$ cat src/rtl/m92_sound_latch.sv
// Main-to-sound command queue plus sound-to-main 16-bit reply latch.
// Commands arrive on main I/O port 0x00; replies are read back at ports 0x08/0x09.
module m92_sound_latch #(
  parameter int unsigned DEPTH = 1
) (
  input  logic        CLK_32M,
  input  logic        reset,
  input  logic        main_io_wr,
  input  logic        main_io_rd,
  input  logic [7:0]  main_io_addr,
  input  logic [7:0]  main_io_din,
  output logic [7:0]  main_io_dout,
  output logic        main_irq,
  input  logic        snd_rd,
  output logic [7:0]  snd_cmd,
  output logic        snd_irq,
  input  logic        snd_reply_wr,
  input  logic [15:0] snd_reply_data,
  output logic [7:0]  snd_status
);

  localparam logic [3:0] DepthCnt = 4'(DEPTH);
  localparam logic [2:0] PtrLast  = 3'(DEPTH - 1);

  logic [7:0]  queue_q [8];
  logic [2:0]  rd_ptr_q, wr_ptr_q;
  logic [3:0]  count_q, count_d;
  logic        overflow_q;
  logic [7:0]  snd_cmd_q;
  logic        snd_irq_q;
  logic [15:0] reply_q;
  logic        pending_q;

  logic cmd_push, ovf_clr, reply_clr, do_pop, do_push, push_drop;

  function automatic logic [2:0] ptr_inc(input logic [2:0] p);
    return (p == PtrLast) ? 3'd0 : p + 3'd1;
  endfunction

  always_comb begin
    cmd_push  = main_io_wr && (main_io_addr == 8'h00);
    ovf_clr   = main_io_wr && (main_io_addr == 8'h0A);
    reply_clr = main_io_rd && (main_io_addr == 8'h09);
    do_pop    = snd_rd && (count_q != 4'd0);
    // A pop in the same cycle frees the slot, so a full queue still accepts the push.
    do_push   = cmd_push && ((count_q != DepthCnt) || do_pop);
    push_drop = cmd_push && !do_push;
  end

  always_comb begin
    count_d = count_q;
    if (do_push && !do_pop) begin
      count_d = count_q + 4'd1;
    end else if (do_pop && !do_push) begin
      count_d = count_q - 4'd1;
    end
  end

  always_ff @(posedge CLK_32M or posedge reset) begin
    if (reset) begin
      for (int i = 0; i < 8; i++) queue_q[i] <= 8'h00;
      rd_ptr_q   <= 3'd0;
      wr_ptr_q   <= 3'd0;
      count_q    <= 4'd0;
      overflow_q <= 1'b0;
      snd_cmd_q  <= 8'h00;
      snd_irq_q  <= 1'b0;
    end else begin
      if (do_push) begin
        queue_q[wr_ptr_q] <= main_io_din;
        wr_ptr_q          <= ptr_inc(wr_ptr_q);
      end
      if (do_pop) begin
        rd_ptr_q <= ptr_inc(rd_ptr_q);
      end
      if (snd_rd) begin
        snd_cmd_q <= do_pop ? queue_q[rd_ptr_q] : 8'hFF;
      end
      if (push_drop) begin
        overflow_q <= 1'b1;
      end else if (ovf_clr) begin
        overflow_q <= 1'b0;
      end
      count_q   <= count_d;
      snd_irq_q <= (count_d != 4'd0);
    end
  end

  always_ff @(posedge CLK_32M or posedge reset) begin
    if (reset) begin
      reply_q   <= 16'hFFFF;
      pending_q <= 1'b0;
    end else if (snd_reply_wr) begin
      // A new reply beats a simultaneous clearing read.
      reply_q   <= snd_reply_data;
      pending_q <= 1'b1;
    end else if (reply_clr) begin
      pending_q <= 1'b0;
    end
  end

  always_comb begin
    main_io_dout = 8'hFF;
    case (main_io_addr)
      8'h08:   main_io_dout = reply_q[7:0];
      8'h09:   main_io_dout = reply_q[15:8];
      8'h0A:   main_io_dout = {pending_q, overflow_q, 2'b00, count_q};
      default: main_io_dout = 8'hFF;
    endcase
  end

  assign main_irq   = pending_q;
  assign snd_cmd    = snd_cmd_q;
  assign snd_irq    = snd_irq_q;
  assign snd_status = {overflow_q, 3'b000, count_q};

endmodule

$ cat config.mk
export PLATFORM = sky130hd
export DESIGN_NAME = m92_sound_latch
export DESIGN_NICKNAME = d
export VERILOG_FILES = /design/src/rtl/m92_sound_latch.sv
export SDC_FILE = /design/constraint.sdc
export NUM_CORES = 1
export LEC_CHECK = 0
export ABC_CLOCK_PERIOD_IN_PS = 6800
export BUFFER_PORTS_ARGS = -buffer_cell sky130_fd_sc_hd__buf_2
export CORE_MARGIN = 2
export CORE_UTILIZATION = 41
export CTS_CLUSTER_DIAMETER = 80
export DETAILED_ROUTE_END_ITERATION = 8
export SKIP_CTS_REPAIR_TIMING = 1
export SYNTH_ARGS = -nofsm -noshare
export SYNTH_HDL_FRONTEND = slang
export SYNTH_SLANG_ARGS = --single-unit
$ cat constraint.sdc
create_clock -name CLK_32M -period 6.8 [get_ports CLK_32M]
set_input_delay 0.34 -clock CLK_32M [delete_from_list [all_inputs] [get_ports CLK_32M]]
set_output_delay 0.34 -clock CLK_32M [all_outputs]
set_load 0.05 [all_outputs]
# --- Word-level counts from Yosys, hierarchy flattened ---
# Index checks and enable logic that the tools add are counted.
op_classes:
  n_addsub: 4
  order_cmp: 3
  eq_ne: 4
  mux: 16
  bitwise_logic: 2
  n_reduce_logical: 19
op_table:
  columns: ["op", "count"]
  rows:
  - ["$bwmux W64", 1]
  - ["$mux W8", 4]
  - ["$bmux W8 S3", 1]
  - ["$demux W8 S3", 1]
  - ["$eq A8 B4 Y1 const B", 3]
  - ["$pmux W8 S3", 1]
  - ["$logic_and A1 B1 Y1", 9]
  - ["$ge A4 B4 Y1 const B", 2]
  - ["$logic_not A8 Y1", 1]
  - ["$mux W4", 2]
  - ["$not A3 Y4", 2]
  - ["$reduce_bool A4 Y1", 2]
  - ["$add A3 B1 Y3 const B", 2]
  - ["$logic_not A3 Y1", 2]
  - ["$mux W3", 2]
  - ["$add A4 B1 Y4 const B", 1]
  - ["$lt A4 B1 Y1 const B", 1]
  - ["$mux W1", 4]
  - ["$ne A4 B1 Y1 const B", 1]
  - ["$reduce_bool A2 Y1", 2]
  - ["$sub A4 B1 Y4 const B", 1]
  - ["$logic_not A1 Y1", 2]
  - ["$logic_or A1 B1 Y1", 1]
word_totals:
  regBits: 101
  input_bits: 38
  output_inout_bits: 26
  word_cells: 64

# --- Depth between registers and ports, before layout ---
# Gate-level depths: netlist of run 1.
depth:
  depth_word: 9
  mapped_depth: 8
  ltp_nobuf: 7

# --- Least setup slack after synthesis of run 1 ---
# Ideal clock, no wire load.
synth_path:
  path_type: "register to register"
  from: "register count_q[1]"
  to: "register snd_irq_q, in the netlist snd_irq"
  setup_ps: 139
  arrival_time_ps: 2556
  t_required_ps: 6661
  path_slack_ps: 4105
  path_stages_with_launch: 9
  path_buffers: 1
  period_less_slack_ps: 2695
  cell_sequence: "dfrtp_1 -> inv_1 -> ha_1 -> or3b_1 -> buf_2 -> o2111a_2 -> o221a_1 -> or2_1 -> or4_1"
synth_via:
  elab_chain_len: 9
  word_cells_on_any_way: 14
  classes_between: "add/sub: 2; eq/ne: 1; mux: 2; reduce/logical: 9"
synth_lines:
  columns: ["element", "line", "text"]
  rows:
  - ["from (decl)", "27", "logic [3:0] count_q, count_d;"]
  - ["from (signal assigned)", "84", "count_q <= count_d;"]
  - ["$reduce_bool A4 Y1", "44", "do_pop = snd_rd && (count_q != 4'd0);"]
  - ["$logic_and A1 B1 Y1", "44", null]
  - ["$logic_or A1 B1 Y1", "46", "do_push = cmd_push && ((count_q != DepthCnt) || do_pop);"]
  - ["$logic_and A1 B1 Y1", "46", null]
  - ["$logic_not A1 Y1", "54", "end else if (do_pop && !do_push) begin"]
  - ["$logic_and A1 B1 Y1", "54", null]
  - ["$mux W4", "54", null]
  - ["$mux W4 *", "52", "if (do_push && !do_pop) begin"]
  - ["named net count_d[3]", "27", null]
  - ["$reduce_bool A4 Y1 *", "85", "snd_irq_q <= (count_d != 4'd0);"]
  - ["to (signal assigned)", "85", null]
  - ["to (decl)", "30", "logic snd_irq_q;"]
# Mark *: on every way through the listed nets, which the timed path passes. The rest lies on a longest branch.
# A chain may end at the register's enable or synchronous reset.

# --- Worst setup path after layout of run 1 ---
# Ends and elaborated chain as after synthesis.

==> results of run 1 <==
==> registers in the layout (all words and copies together) (netlist names) <==
register,flops
reply_q,16
snd_cmd,8
main_irq,1
snd_irq,1
count_q,4
queue_q,64
overflow_q,1
rd_ptr_q,3
wr_ptr_q,3
==> logic make-up (layout without fill, tap and decap cells) <==
kind of cell / count (synthesis) / after routing / share of synthesized area (%)
buffers and inverters: 29 / 86 / 2.810
XOR/XNOR: 3 / 3 / 0.5415
adder cells (fa/ha/maj): 8 / 8 / 2.062
AO/OA/AOI/OAI: 36 / 36 / 4.795
flip-flops: 101 / 101 / 52.49
other: 1 / 3 / 0.07727
multiplexers: 110 / 110 / 29.00
AND/OR/NAND/NOR: 73 / 73 / 8.224
==> power groups by stage <==
stage / Sequential, µW / Combinational, µW / Clock, µW
4_1_cts: 736 / 394 / 545
3_5_place_dp: 748 / 392 / 0
5_1_grt: 745 / 426 / 570
6_report: 735 / 388 / 527
3_3_place_gp: 746 / 385 / 0
2_1_floorplan: 786 / 240 / 0
==> synthesized netlist by cell type, types with 2 or more instances <==
library cell / n
a21o_1: 2
a21oi_1: 12
and2b_2: 3
buf_1: 2
buf_2: 2
buf_4: 4
clkbuf_1: 12
dfrtp_1: 85
dfstp_2: 16
ha_1: 8
inv_1: 8
mux2_2: 85
mux2i_1: 9
mux4_2: 16
nand2_1: 22
nand2b_1: 4
nand3_1: 4
nand4_1: 2
nor2_1: 17
nor2b_1: 2
nor3_1: 2
nor3_2: 2
o211ai_1: 2
o21ai_0: 5
o22ai_1: 8
o32ai_1: 2
or3_1: 2
or4_1: 2
xnor2_1: 2
==> through the flow <==
stage | setup WS, ns | power, µW
2_1_floorplan | 3.839 | 1027
3_3_place_gp | 3.970 | 1131
3_5_place_dp | 3.927 | 1140
4_1_cts | 3.918 | 1675
5_1_grt | 3.683 | 1741
6_report | 3.915 | 1650
==> worst max path at each step <==
stage	slack, ns	from	cells after the start	endpoint
floorplan	3.84	reset	1	count_q[0]
global placement	3.97	count_q[1]	7	snd_irq
detailed placement	3.93	count_q[1]	7	snd_irq
CTS	3.92	count_q[1]	7	snd_irq
global route	3.68	count_q[1]	7	snd_irq
finish	3.91	count_q[1]	7	snd_irq
==> per-layer routing <==
metal	part of all wire, %	wire [µm]
met1	46	4764
met2	49	5120
met3	4.7	491
met4	0.28	29
met5	0	0
==> final cells by class <==
type | instances | area (µm²) | area share, %
clock buffer | 10 | 239.0 | 4.297
clock inverter | 6 | 71.32 | 1.282
inverter | 8 | 32.53 | 0.5849
multi-input combinational | 233 | 2177 | 39.15
sequential | 101 | 2547 | 45.80
tap | 143 | 178.9 | 3.217
timing repair buffer | 62 | 315.3 | 5.669
==> qor.yml, run 1 <==
setup_path:
  critPathLaunchType: "register"
  cp_num_buf_inv: 1
  critical_path.most_common_cell: "xnor2_1"
  cp.arrival_ns: 3.10
  rr_startpoint: "count_q[1]"
  r2r_slack_ns: 3.91
  crit_slowest_cell: "nor2_1"
  crit_chain: "inv_1 -> ha_1 -> nor3b_1 -> nor2_1 -> xnor2_1 -> xnor2_1 -> or4_1"
  endpoint_kind: "register"
  crit_type: "register to register"
  rr_worst_depth: 7
  required_ns: 7.01
  timing.rr.end: "snd_irq"
  slowest_delay_ns: 0.95
  crit_fanout: 16
  critical_path.top_delay_family: "simple AND/OR/NAND/NOR gates"
synthesis:
  synth-seq-cells: 101
  avgSynthCellArea_um2: 13.44
  synth-async-reset-ratio_pct: 100.0
  synthFlopType: "dfrtp_1"
  syn_inst: 361
  ys_top_cells_by_area: "dfrtp_1 44%, mux2_2 20%, dfstp_2 8.7%"
  yosys.area.top_type: "dfrtp_1"
  ys_warn_count: 0
  synthesis.area_um2: 4853
  synth_enable_flop_cells: 0
  yosysTopAreaCellShare_pct: 43.83
  synth_cell_types: 48
  ys_seq_area_share_pct: 52.49
power:
  p_seq_share_pct: 44.5
  power_switching_uw: 549.2
  switching_share_pct: 33.28
  p_clk_share_pct: 31.9
  vdd_drop_max_uv: 242.6
  combinationalPowerShare_pct: 23.5
  p_int_uw: 1101
  power_leakage_uw: 0.002577
  powerDensity_nw_per_um2: 296.7
grt:
  met2_usage_pct: 28.58
  grt_pass1_vias: 3108
  grtUsageTotal_pct: 17.31
  met1_usage_pct: 23.03
  met3_usage_pct: 4.178
  busiest_layer: "met2"
  grt_antenna_before_repair: 0
  grt_overflow_total: 0
  grt_start_max_net_pins: 67
  grt_pass1_wl_mm: 16.84
min_path:
  hold_path_class: "primary input to asynchronous set/reset pin"
cells_and_area:
  fin_area_um2: 5562
  final_net_count: 461
  drive_above_1_share_pct: 49.05
  layout.cells.non_filler: 563
  final_cell_mix: "85 x mux2_2, 85 x dfrtp_1, 60 x buf_2"
  fill_cells: 1025
  diodes: 0
  area_growth_pct: 14.59
  fin_util_pct: 48.50
clock_network:
  path_clk_slew_ns: 0.07
  clock_sinks: 101
  insertion_delay_ns: 0.34
  numCtsBuffers: 9
  tritoncts: "done"
  clock_path_buffers: 2
  cts_root_buf: "clkbuf_16"
  cts_max_level: 3
placed_design:
  dpl.cell_count: 547
  portBuffers: 60
  hpwl_mm: 6.792
  place.gp.congestion: 0.7986
  dpl_cell_area_um2: 5251
sta:
  final_max_slew_viol_count: 0
  relSlewSlack_pct: 16.74
  tightestPinTransition_ns: 1.244
  finalHoldViolCount: 0
  finalCriticalPeriod_ns: 2.885
  finalSetupViolations: 0
  tns_ns: 0
  rsz0062_at_grt: "false"
  finalCritPeriodShare_pct: 42.43
  whs_ns: 0.01989
  skew_ns: 0.007035
  max_freq_ghz: 0.3466
run:
  drv_cap: 0
outcome:
  outcome: "complete, no violations"
route:
  wire_per_inst_um: 18.48
  drt-pass1-iter-count: 4
  viasPerCell: 5.377
  via_count: 3027
  drc_errors: 0
  antenna_left: 0
  wirelength_mm: 10.41
  drt_iter0_drc: 134
floorplanning:
  boundaryPins: 64
  die-area_um2: 12720
  dieHeight_um: 112.8
  num_rows: 39
  core_um2: 11470
  chipWidth_um: 112.8
  start_util_pct: 42.32
No activity file was read; power rests on OpenSTA's default activity.
==> inputs of run 2 (changes only) <==
- ABC_AREA: default -> 1
- ABC_CLOCK_PERIOD_IN_PS: 6800 -> 2600
- clock period: 6.8 -> 2.6 ns (I/O delays scaled with it)
==> qor.yml, run 2 <==
synthesis:
  yosys.area.top_type: "dfrtp_1"
  synthTopCellsByCount: "194 x nand2_1, 85 x dfrtp_1, 71 x nand3_1"
  yosysMostFrequentCell: "nand2_1"
  yosysTopAreaCellShare_pct: 43.02
  avgSynthCellArea_um2: 8.173
  synthFlopType: "dfrtp_1"
  synth-seq-cells: 101
  synth_cell_types: 30
  synthesis.area_um2: 4945
  synth_enable_flop_cells: 0
  synth-async-reset-ratio_pct: 100.0
  syn_inst: 605
  ys_seq_area_share_pct: 51.52
  ys_warn_count: 0
  ys_top_cells_by_area: "dfrtp_1 43%, nand2_1 15%, dfstp_2 8.5%"
grt:
  grt_overflow_total: 0
  grt_pass1_wl_mm: 19.86
  grtUsageTotal_pct: 19.48
  grt_start_max_net_pins: 41
  grt_antenna_before_repair: 0
  grt_pass1_vias: 3856
sta:
  finalCritPeriodShare_pct: 80.13
  skew_ns: 0.006634
  final_max_slew_viol_count: 0
  tightestPinTransition_ns: 0.7945
  max_freq_ghz: 0.4800
  finalSetupViolations: 0
  finalCriticalPeriod_ns: 2.083
  whs_ns: -0.002301
  rsz0062_at_grt: "false"
  relSlewSlack_pct: 46.92
  finalHoldViolCount: 1
  tns_ns: 0
setup_path:
  endpoint_kind: "register"
  critPathLaunchType: "register"
  r2r_slack_ns: 0.52
  required_ns: 2.80
  rr_worst_depth: 9
  cp.arrival_ns: 2.29
  crit_fanout: 16
  crit_type: "register to register"
floorplanning:
  boundaryPins: 64
  dieHeight_um: 113.8
  start_util_pct: 41.51
  die-area_um2: 12960
  chipWidth_um: 113.8
  core_um2: 11910
  num_rows: 40
route:
  via_count: 4187
  top_layer_used: "met4"
  wl_met2_mm: 5.678
  drc_errors: 0
  drt-pass1-iter-count: 5
  wire_per_inst_um: 15.01
  wirelength_mm: 12.14
  wl_met3_um: 739
  drt_iter0_drc: 429
  viasPerCell: 5.176
  drt-met1-wl_mm: 5.559
  antenna_left: 0
min_path:
  hold_path_class: "primary input to register"
  whs_path_depth: 3
power:
  power_switching_uw: 1896
  vdd_drop_max_uv: 458.7
  p_clk_share_pct: 25.9
  powerDensity_nw_per_um2: 838.0
  p_seq_share_pct: 40.5
  power_leakage_uw: 0.002703
  combinationalPowerShare_pct: 33.7
  p_int_uw: 2793
  switching_share_pct: 40.44
clock_network:
  clock_path_buffers: 2
  path_clk_slew_ns: 0.07
  tritoncts: "done"
  cts_max_level: 3
  clock_sinks: 101
  cts_root_buf: "clkbuf_16"
  insertion_delay_ns: 0.34
  numCtsBuffers: 9
placed_design:
  dpl_cell_area_um2: 5318
  hpwl_mm: 8.227
  place.gp.congestion: 0.8785
  portBuffers: 60
  dpl.cell_count: 792
cells_and_area:
  drive_above_1_share_pct: 16.47
  area_growth_pct: 13.18
  final_cell_mix: "194 x nand2_1, 85 x dfrtp_1, 71 x nand3_1"
  final_net_count: 704
  largest_register: "queue_q"
  largest_reg_flops: 64
  mostFrequentLayoutCell: "nand2_1"
  fin_area_um2: 5597
  layout.cells.non_filler: 809
  diodes: 0
outcome:
  violations: "negative hold slack"
  outcome: "complete, but fails checks"
run:
  drv_cap: 0
## run 2: logic make-up after synthesis
| kind of cell | Yosys count | share of synthesized area [%] |
|---|---|---|
| AO/OA/AOI/OAI | 105 | 11.18 |
| XOR/XNOR | 2 | 0.3543 |
| adder cells (fa/ha/maj) | 8 | 2.024 |
| buffers and inverters | 77 | 7.363 |
| flip-flops | 101 | 51.52 |
| other | 1 | 0.07584 |
| AND/OR/NAND/NOR | 311 | 27.48 |
## run 2: path summary, 6_finish.rpt
path / startpoint / to
min in group asynchronous: reset / count_q[0]
worst max register to register: count_q[0] / queue_q[22]
worst min register to register: reply_q[0] / reply_q[0]
max in group asynchronous: reset / wr_ptr_q[0]
worst max-delay path: count_q[0] / queue_q[22]
worst min-delay path: snd_reply_data[4] / reply_q[4]
## run 2: power by group through the flow
stage               registers (µW)  clock network, µW  logic [µW]
floorplan                     2210                  0         830
global placement              1920                  0        1570
detailed placement            1920                  0        1580
CTS                           1900               1230        1590
global route                  1920               1320        1740
finish                        1900               1210        1580
## run 2: metrics by stage
step | total power (µW) | setup slack, ns | util [%]
6_report | 4690 | 0.5166 | 46.99
2_1_floorplan | 3040 | 0.5200 | -
3_5_place_dp | 3501 | 0.5452 | 44.64
5_1_grt | 4981 | 0.2843 | 46.99
3_3_place_gp | 3488 | 0.6669 | 44.64
4_1_cts | 4717 | 0.5218 | 46.82
## run 2: layer usage
metal	vias up	GRT usage (%)
li1	2069	-
met3	10	3.826
met2	136	31.14
met4	0	4.715
met5	-	0
met1	1972	27.55
## run 2: layout make-up
class	instances	area (µm²)
clock buffers	11	232.7
clock inverters	4	26.28
fillers	1188	6315
inverters	49	187.7
multi-input cells	429	2041
flip-flops and latches	101	2547
well taps	147	183.9
repair buffers	68	377.9
## run 2: critical path: stages, from the launching register on
cell     delay (ns)
dfrtp_1        0.44
inv_1          0.14
ha_1           0.23
nand2_2        0.08
nand2_4        0.08
nand3_2        0.10
and2_4         0.28
nand2_1        0.34
nand2_1        0.16
o21ai_0        0.09
